### src/rtl/instr_encoder.sv
// instr_encoder: packs RV32I micro-ops (op/rs1/rs2/rd/imm via in_valid/in_ready, start/base_addr) into words written on mem_we/mem_addr/mem_wdata; status busy/done/err/err_addr/ovf
module instr_encoder #(
  parameter int ADDR_W = 10
) (
  input  logic              clk,
  input  logic              rst_n,
  input  logic              start,
  input  logic [ADDR_W-1:0] base_addr,
  input  logic              in_valid,
  output logic              in_ready,
  input  logic              in_last,
  input  logic [5:0]        op,
  input  logic [4:0]        rs1,
  input  logic [4:0]        rs2,
  input  logic [4:0]        rd,
  input  logic [31:0]       imm,
  output logic              mem_we,
  output logic [ADDR_W-1:0] mem_addr,
  output logic [31:0]       mem_wdata,
  output logic              busy,
  output logic              done,
  output logic              err,
  output logic [ADDR_W-1:0] err_addr,
  output logic              ovf
);
  typedef enum logic [1:0] {IDLE, ACCEPT, WRITE, DONE} state_t;
  state_t state_q;
  logic [ADDR_W-1:0] addr_q, err_addr_q;
  logic [31:0] wdata_q, word_d;
  logic in_ready_q, we_q, busy_q, done_q, err_q, ovf_q, last_q, legal_d;
  logic [2:0] f3;
  logic [6:0] f7;
  logic [11:0] i_imm;
  always_comb begin
    f3 = op[2:0];
    f7 = {1'b0, op[4], 5'b0};
    i_imm = f3[1:0] == 2'b01 ? {f7, imm[4:0]} : imm[11:0];
    word_d = '0;
    legal_d = 1'b0;
    if (op == 6'b0) begin
      legal_d = 1'b1;
    end else if (op[3] && op[5]) begin
      legal_d = !op[4] || f3 == 3'b000 || f3 == 3'b101;
      word_d = {f7, rs2, rs1, f3, rd, 7'b0110011};
    end else if (op[3]) begin
      legal_d = !op[4] || f3 == 3'b101;
      word_d = {i_imm, rs1, f3, rd, 7'b0010011};
    end else begin
      case (op[5:4])
        2'b01: begin
          legal_d = !(f3 == 3'b011 || f3[2:1] == 2'b11);
          word_d = {imm[11:0], rs1, f3, rd, 7'b0000011};
        end
        2'b11: begin
          legal_d = f3 < 3'b011;
          word_d = {imm[11:5], rs2, rs1, f3, imm[4:0], 7'b0100011};
        end
        2'b10: begin
          legal_d = f3[2:1] != 2'b01 && !imm[0];
          word_d = {imm[12], imm[10:5], rs2, rs1, f3, imm[4:1], imm[11], 7'b1100011};
        end
        default: begin
          case (f3)
            3'b100: begin
              legal_d = 1'b1;
              word_d = {imm[11:0], rs1, 3'b000, rd, 7'b1100111};
            end
            3'b101: begin
              legal_d = !imm[0];
              word_d = {imm[20], imm[10:1], imm[11], imm[19:12], rd, 7'b1101111};
            end
            3'b010: begin
              legal_d = 1'b1;
              word_d = {imm[31:12], rd, 7'b0010111};
            end
            3'b110: begin
              legal_d = 1'b1;
              word_d = {imm[31:12], rd, 7'b0110111};
            end
            default: legal_d = 1'b0;
          endcase
        end
      endcase
    end
    if (!legal_d) word_d = '0;
  end
  always_ff @(posedge clk or negedge rst_n) begin
    if (!rst_n) begin
      state_q <= IDLE;
      addr_q <= '0;
      err_addr_q <= '0;
      wdata_q <= '0;
      in_ready_q <= 1'b0;
      we_q <= 1'b0;
      busy_q <= 1'b0;
      done_q <= 1'b0;
      err_q <= 1'b0;
      ovf_q <= 1'b0;
      last_q <= 1'b0;
    end else begin
      case (state_q)
        IDLE: if (start) begin
          state_q <= ACCEPT;
          addr_q <= base_addr;
          in_ready_q <= 1'b1;
          busy_q <= 1'b1;
          err_q <= 1'b0;
          ovf_q <= 1'b0;
        end
        ACCEPT: if (in_valid) begin
          state_q <= WRITE;
          in_ready_q <= 1'b0;
          we_q <= 1'b1;
          wdata_q <= word_d;
          last_q <= in_last;
          if (!legal_d) err_q <= 1'b1;
          if (!legal_d && !err_q) err_addr_q <= addr_q;
        end
        WRITE: begin
          we_q <= 1'b0;
          if (last_q || &addr_q) begin
            state_q <= DONE;
            done_q <= 1'b1;
            ovf_q <= !last_q;
          end else begin
            state_q <= ACCEPT;
            addr_q <= addr_q + 1'b1;
            in_ready_q <= 1'b1;
          end
        end
        default: begin
          state_q <= IDLE;
          done_q <= 1'b0;
          busy_q <= 1'b0;
        end
      endcase
    end
  end
  assign in_ready = in_ready_q;
  assign mem_we = we_q;
  assign mem_addr = addr_q;
  assign mem_wdata = wdata_q;
  assign busy = busy_q;
  assign done = done_q;
  assign err = err_q;
  assign err_addr = err_addr_q;
  assign ovf = ovf_q;
endmodule

### config.mk
export PLATFORM = sky130hd
export DESIGN_NAME = instr_encoder
export DESIGN_NICKNAME = d
export VERILOG_FILES = /design/src/rtl/instr_encoder.sv
export SDC_FILE = /design/constraint.sdc
export NUM_CORES = 1
export LEC_CHECK = 0
export BUFFER_PORTS_ARGS = -buffer_cell sky130_fd_sc_hd__buf_2
export CAP_MARGIN = 10
export CORE_ASPECT_RATIO = 1.5
export CORE_UTILIZATION = 54
export DETAILED_ROUTE_END_ITERATION = 12
export HOLD_SLACK_MARGIN = 0.02
export PLACE_DENSITY = 0.86
export SYNTH_ARGS = -nofsm -noshare
export SYNTH_HDL_FRONTEND = slang
export SYNTH_SLANG_ARGS = --single-unit
export TNS_END_PERCENT = 5
### constraint.sdc
create_clock -name clk -period 5.81 [get_ports clk]
set_input_delay 1.743 -clock clk [delete_from_list [all_inputs] [get_ports clk]]
set_output_delay 1.743 -clock clk [all_outputs]
set_load 0.01 [all_outputs]
# Word level (Yosys, flattened, before mapping)
# Cells that the tools add are included.
[word_totals]
wordCells = 102
inputBits = 68
register_bits = 61
[classes]
magnitude_cmp = 1
mux = 34
add_sub_neg = 1
n_reduce_logical = 35
n_bitwise = 2
n_eq_ne = 18
[op_table]
columns = ["cell", "n"]
rows = [
  ["32-bit 2-to-1 mux", 4],
  ["32-bit case mux with 4 select lines", 1],
  ["32-bit case mux with 3 select lines", 1],
  ["10-bit 2-to-1 mux", 2],
  ["10-bit case mux with 2 select lines", 1],
  ["1-bit 2-to-1 mux", 12],
  ["12-bit 2-to-1 mux", 1],
  ["1-bit case mux with 2 select lines", 6],
  ["10-bit by 1-bit adder with 10-bit output, second input constant", 1],
  ["2-bit inequality test, second input constant", 5],
  ["10-bit AND reduction", 1],
  ["2-bit AND reduction", 5],
  ["3-bit == test, second input constant", 3],
  ["3-bit AND reduction", 3],
  ["2-bit == test, second input constant", 4],
  ["4-bit AND reduction", 2],
  ["2-bit by 1-bit == test with 1-bit output, second input constant", 3],
  ["3-bit by 2-bit == test with 1-bit output, second input constant", 2],
  ["1-bit logical NOT", 6],
  ["6-bit logical NOT", 1],
  ["2-bit 2-to-1 mux", 3],
  ["1-bit case mux with 3 select lines", 2],
  ["2-bit case mux with 3 select lines", 1],
  ["2-bit nonzero test", 3],
  ["other kinds (10)", 18],
]

# Depth between registers and ports, before layout
[depth]
depth_word = 10
depth_mapped = 8
mapped_depth_nobuf = 7

# Least setup slack after synthesis
# OpenSTA, ideal clock, no wires.
[synth_path]
path_type = "in2reg"
startpoint = "input op[4]"
endpoint = "register err_addr_q[0], in the netlist err_addr[0]"
setup_ns = 0.125
path_buffers = 2
path_stages = 7
slack_ns = 2.533
arrival_time_ns = 3.152
path_cell_list = "buf_2 or3_1 buf_2 a21boi_2 nor3_1 nand3_2 mux2_2"
[synth_between]
elab_chain_len = 8
elab_cells_between_ends = 15
cone_classes = "eq/ne: 3; mux: 4; reduce/logical: 8"
[synth_lines]
columns = ["element", "line", "text"]
rows = [
  ["start, declared", "12", "input logic [5:0] op,"],
  ["2-bit == test, or another cell as far along", "49", "case (op[5:4])"],
  ["1-bit case mux with 3 select lines, or another cell as far along", "49", ""],
  ["1-bit 2-to-1 mux or 1-bit logical OR (tied branches)", "45, 43", ""],
  ["1-bit 2-to-1 mux", "42", "end else if (op[3] && op[5]) begin"],
  ["1-bit 2-to-1 mux *", "40", "if (op == 6'b0) begin"],
  ["1-bit logical NOT *", "117", "if (!legal_d && !err_q) err_addr_q <= addr_q;"],
  ["1-bit logical AND *", "117", ""],
  ["3-bit AND reduction (no source line) *", "n/a", ""],
  ["end signal, assigned", "117", ""],
  ["end, declared", "28", "logic [ADDR_W-1:0] addr_q, err_addr_q;"],
]
# Every way passes the cells marked *; elsewhere a longest branch is shown, timed or not.
# A chain may end at the register's enable or synchronous reset.

# Final worst setup path
[layout_path]
startpoint = "input op[5]"
endpoint = "register wdata_q[12], in the netlist mem_wdata[12]"
[layout_between]
elab_chain_len = 6
elab_cells_between_ends = 14
cone_classes = "eq/ne: 3; mux: 9; reduce/logical: 2"
[layout_lines]
columns = ["element", "line", "text"]
rows = [
  ["2-bit == test or 2-bit by 1-bit == test with 1-bit output (tied branches)", "49", ""],
  ["32-bit case mux with 3 select lines or 1-bit case mux with 3 select lines (tied branches)", "49", ""],
  ["32-bit 2-to-1 mux or 1-bit 2-to-1 mux (tied branches)", "45", "end else if (op[3]) begin"],
  ["32-bit 2-to-1 mux or 1-bit 2-to-1 mux (tied branches)", "42", ""],
  ["32-bit 2-to-1 mux or 1-bit 2-to-1 mux (tied branches)", "40", ""],
  ["32-bit 2-to-1 mux *", "85", "if (!legal_d) word_d = '0;"],
  ["end signal, assigned", "114", "wdata_q <= word_d;"],
  ["end, declared", "29", "logic [31:0] wdata_q, word_d;"],
]
# Marks and branches as above.

==> results.json <==
{
  "synth.distinct_cells": 56,
  "clock_sinks": 60,
  "postCtsHoldBufs": 0,
  "ys_warn_count": 0,
  "synth-simple-area-share_pct": 20.1,
  "first_pass_iters": 5,
  "final_cells": 578,
  "cts-root-buf": "clkbuf_8",
  "core_sq_um": 6260,
  "routed_via_density": 6.00,
  "wl_mm": 9.74,
  "setup_violations": 0,
  "finClkSkew_ps": 8.95,
  "grt_pass1_vias": 3267,
  "min_path_type": "flop to flop",
  "cts_setup_buffers": 0,
  "place_inst": 562,
  "synth_top_family_by_area": "compound AO/OA/AOI/OAI gates",
  "hold_slack_ps": 475,
  "min_path_cells": 2,
  "path_clk_slew_ps": 60,
  "synthAdderAreaFrac_pct": 1.76,
  "drc_errors": 0,
  "yosysTopAreaCell": "dfrtp_1",
  "grtUsageTotal_pct": 28.8,
  "synth_compound_area_share_pct": 25.4,
  "worst_slew_pin_slew_ps": 1130,
  "synth-edff-count": 0,
  "max_clock_freq_mhz": 288,
  "ys_ff_latch": 60,
  "post-place-ws_ps": 2040,
  "io_buffers": 125,
  "overflow": 0,
  "powerDensity_nw_per_um2": 463,
  "r2r_cells": 6,
  "endpoint_kind": "flop",
  "grt_max_degree": 61,
  "dieArea_sq_um": 6930,
  "synthArstFlopShare_pct": 100,
  "num_rows": 35,
  "grt_setup_unrepaired": "false",
  "avgSynthCellArea_sq_um": 9.20,
  "seq_area_frac_synth_pct": 42.1,
  "min_period_over_period_pct": 59.7,
  "fin_tns_setup_ps": 0,
  "leakagePower_nw": 2.08,
  "syn_inst": 387,
  "drive_gt1_share_pct": 35.9,
  "peakVddDrop_v": 0.000233,
  "cts_buffers": 9,
  "drt_iter0_markers": 224,
  "period_minus_slack_ps": 3470,
  "areaGrowthSynthToFinish_pct": 22.5,
  "syn_area_sq_um": 3560,
  "num_antenna_cells": 0,
  "power_w": 0.00202,
  "ys.flop_type": "dfrtp_1",
  "io_pins": 126,
  "clk_path_buf_depth": 2,
  "start_util_pct": 56.9,
  "crit_chain": "buf_2 -> or3_1 -> nor2_1 -> a22oi_1 -> o31ai_1",
  "fin_nets": 572,
  "syn_nets": 460,
  "cpPeakStageDelay_ps": 720,
  "die_x_um": 68.3,
  "die_h_um": 101,
  "cts_tree": "yes",
  "synthTopCellsByArea": "dfrtp_1 42%, nand2_1 6.6%, o31ai_2 6.0%, mux2_2 3.5%, nor2_1 3.2%",
  "startpoint_type": "input pin",
  "place.gp.congestion": 0.970,
  "htreeDepth": 3,
  "fin_ws_ps": 2340,
  "synth.mux.area_fraction_pct": 5.44,
  "cts_resized": 0,
  "status": "finished clean",
  "drv_cap": 0,
  "clock_latency_ps": 320,
  "vias": 3470,
  "yosys.area_share.xor_xnor_pct": 0,
  "finalMaxSlewViolations": 0,
  "ys_top_cells_by_count": "63 x nand2_1, 60 x dfrtp_1, 30 x nor2_1",
  "worstSetupPathType": "input pin to flop",
  "crit_arrival_ps": 3680,
  "critPathSlowestCell": "nor2_1",
  "yosysMostFrequentCell": "nand2_1",
  "max-slew-margin-rel_pct": 24.4,
  "grt_first_pass_wirelength_mm": 14.8,
  "worstPathMaxFanout": 21,
  "final-hold-violation-count": 0,
  "dp_hpwl_mm": 7.11,
  "wl_per_cell_um": 16.9,
  "antenna_found_initial": 0,
  "synth_top_area_share_pct": 42.1,
  "required_ps": 6020,
  "ant_nets": 0
}
registers in the layout (all words and copies together), names as in the netlist:
register,flops
mem_wdata,31
err_addr,10
mem_addr,10
state_q,2
busy,1
done,1
err,1
in_ready,1
last_q,1
mem_we,1
ovf,1
layout by cell type, fill, tap and decap left out, types with 6 or more instances in the layout:
| cell type | instances |
|---|---|
| inv_1 | 14 |
| nor2_1 | 30 |
| nor2b_1 | 6 |
| o31ai_2 | 17 |
| a221oi_1 | 10 |
| nand2b_1 | 6 |
| mux2_2 | 11 |
| a21oi_1 | 18 |
| mux2i_1 | 7 |
| clkbuf_8 | 11 |
| nand2_1 | 62 |
| o21ai_0 | 21 |
| buf_2 | 125 |
| nand3_1 | 13 |
| dfrtp_1 | 60 |
| a31oi_1 | 6 |
| nor3_1 | 9 |
| a32oi_1 | 7 |
cell families after synthesis:
kind of cell             Yosys count
AO/OA/AOI/OAI                    117
adder cells (fa/ha/maj)            5
flip-flops                        60
multiplexers                      18
AND/OR/NAND/NOR                  148
buffers and inverters             39
through the flow:
stage | area (sq um) | util, %
CTS | 4360 | 69.7
finish | 4360 | 69.7
detailed placement | 4160 | 66.5
global placement | 4160 | 66.5
global route | 4360 | 69.7
floorplan | 3560 | -
critical path, delay by kind of cell:
family          cells  cell delay, ps
simple gates        2            1300
compound gates      2             420
buf+inv             1             220
where the power goes:
group | switching (W) | internal [W]
Sequential | 0.000149 | 0.000601
Clock | 0.000161 | 0.000220
Combinational | 0.000514 | 0.000375
Total | 0.000824 | 0.00120
area by class of cell:
type | count | area (sq um)
clock buffer | 12 | 155
clock inverter | 4 | 47.5
fill | 495 | 1900
inverter | 14 | 52.6
multi-input combinational | 288 | 1880
sequential | 60 | 1500
tap | 74 | 92.6
timing repair buffer | 126 | 633
path summary, 6_finish.rpt:
path	slack, ps	from	endpoint
max reg2reg	3060	state_q[1]	err_addr[1]
min	480	mem_wdata[14]	mem_wdata[14]
max	2340	op[5]	mem_wdata[12]
min in group asynchronous	1560	rst_n	ovf
max in group asynchronous	3740	rst_n	mem_wdata[30]
min reg2reg	480	mem_wdata[14]	mem_wdata[14]
routing by layer:
| layer | GRT usage (%) | routed length (um) |
|---|---|---|
| met1 | 32.9 | 3710 |
| met2 | 51.1 | 5210 |
| met3 | 3.94 | 504 |
| met4 | 13.1 | 318 |
| met5 | 0 | 0 |
No activity file was read; power rests on OpenSTA's default activity.
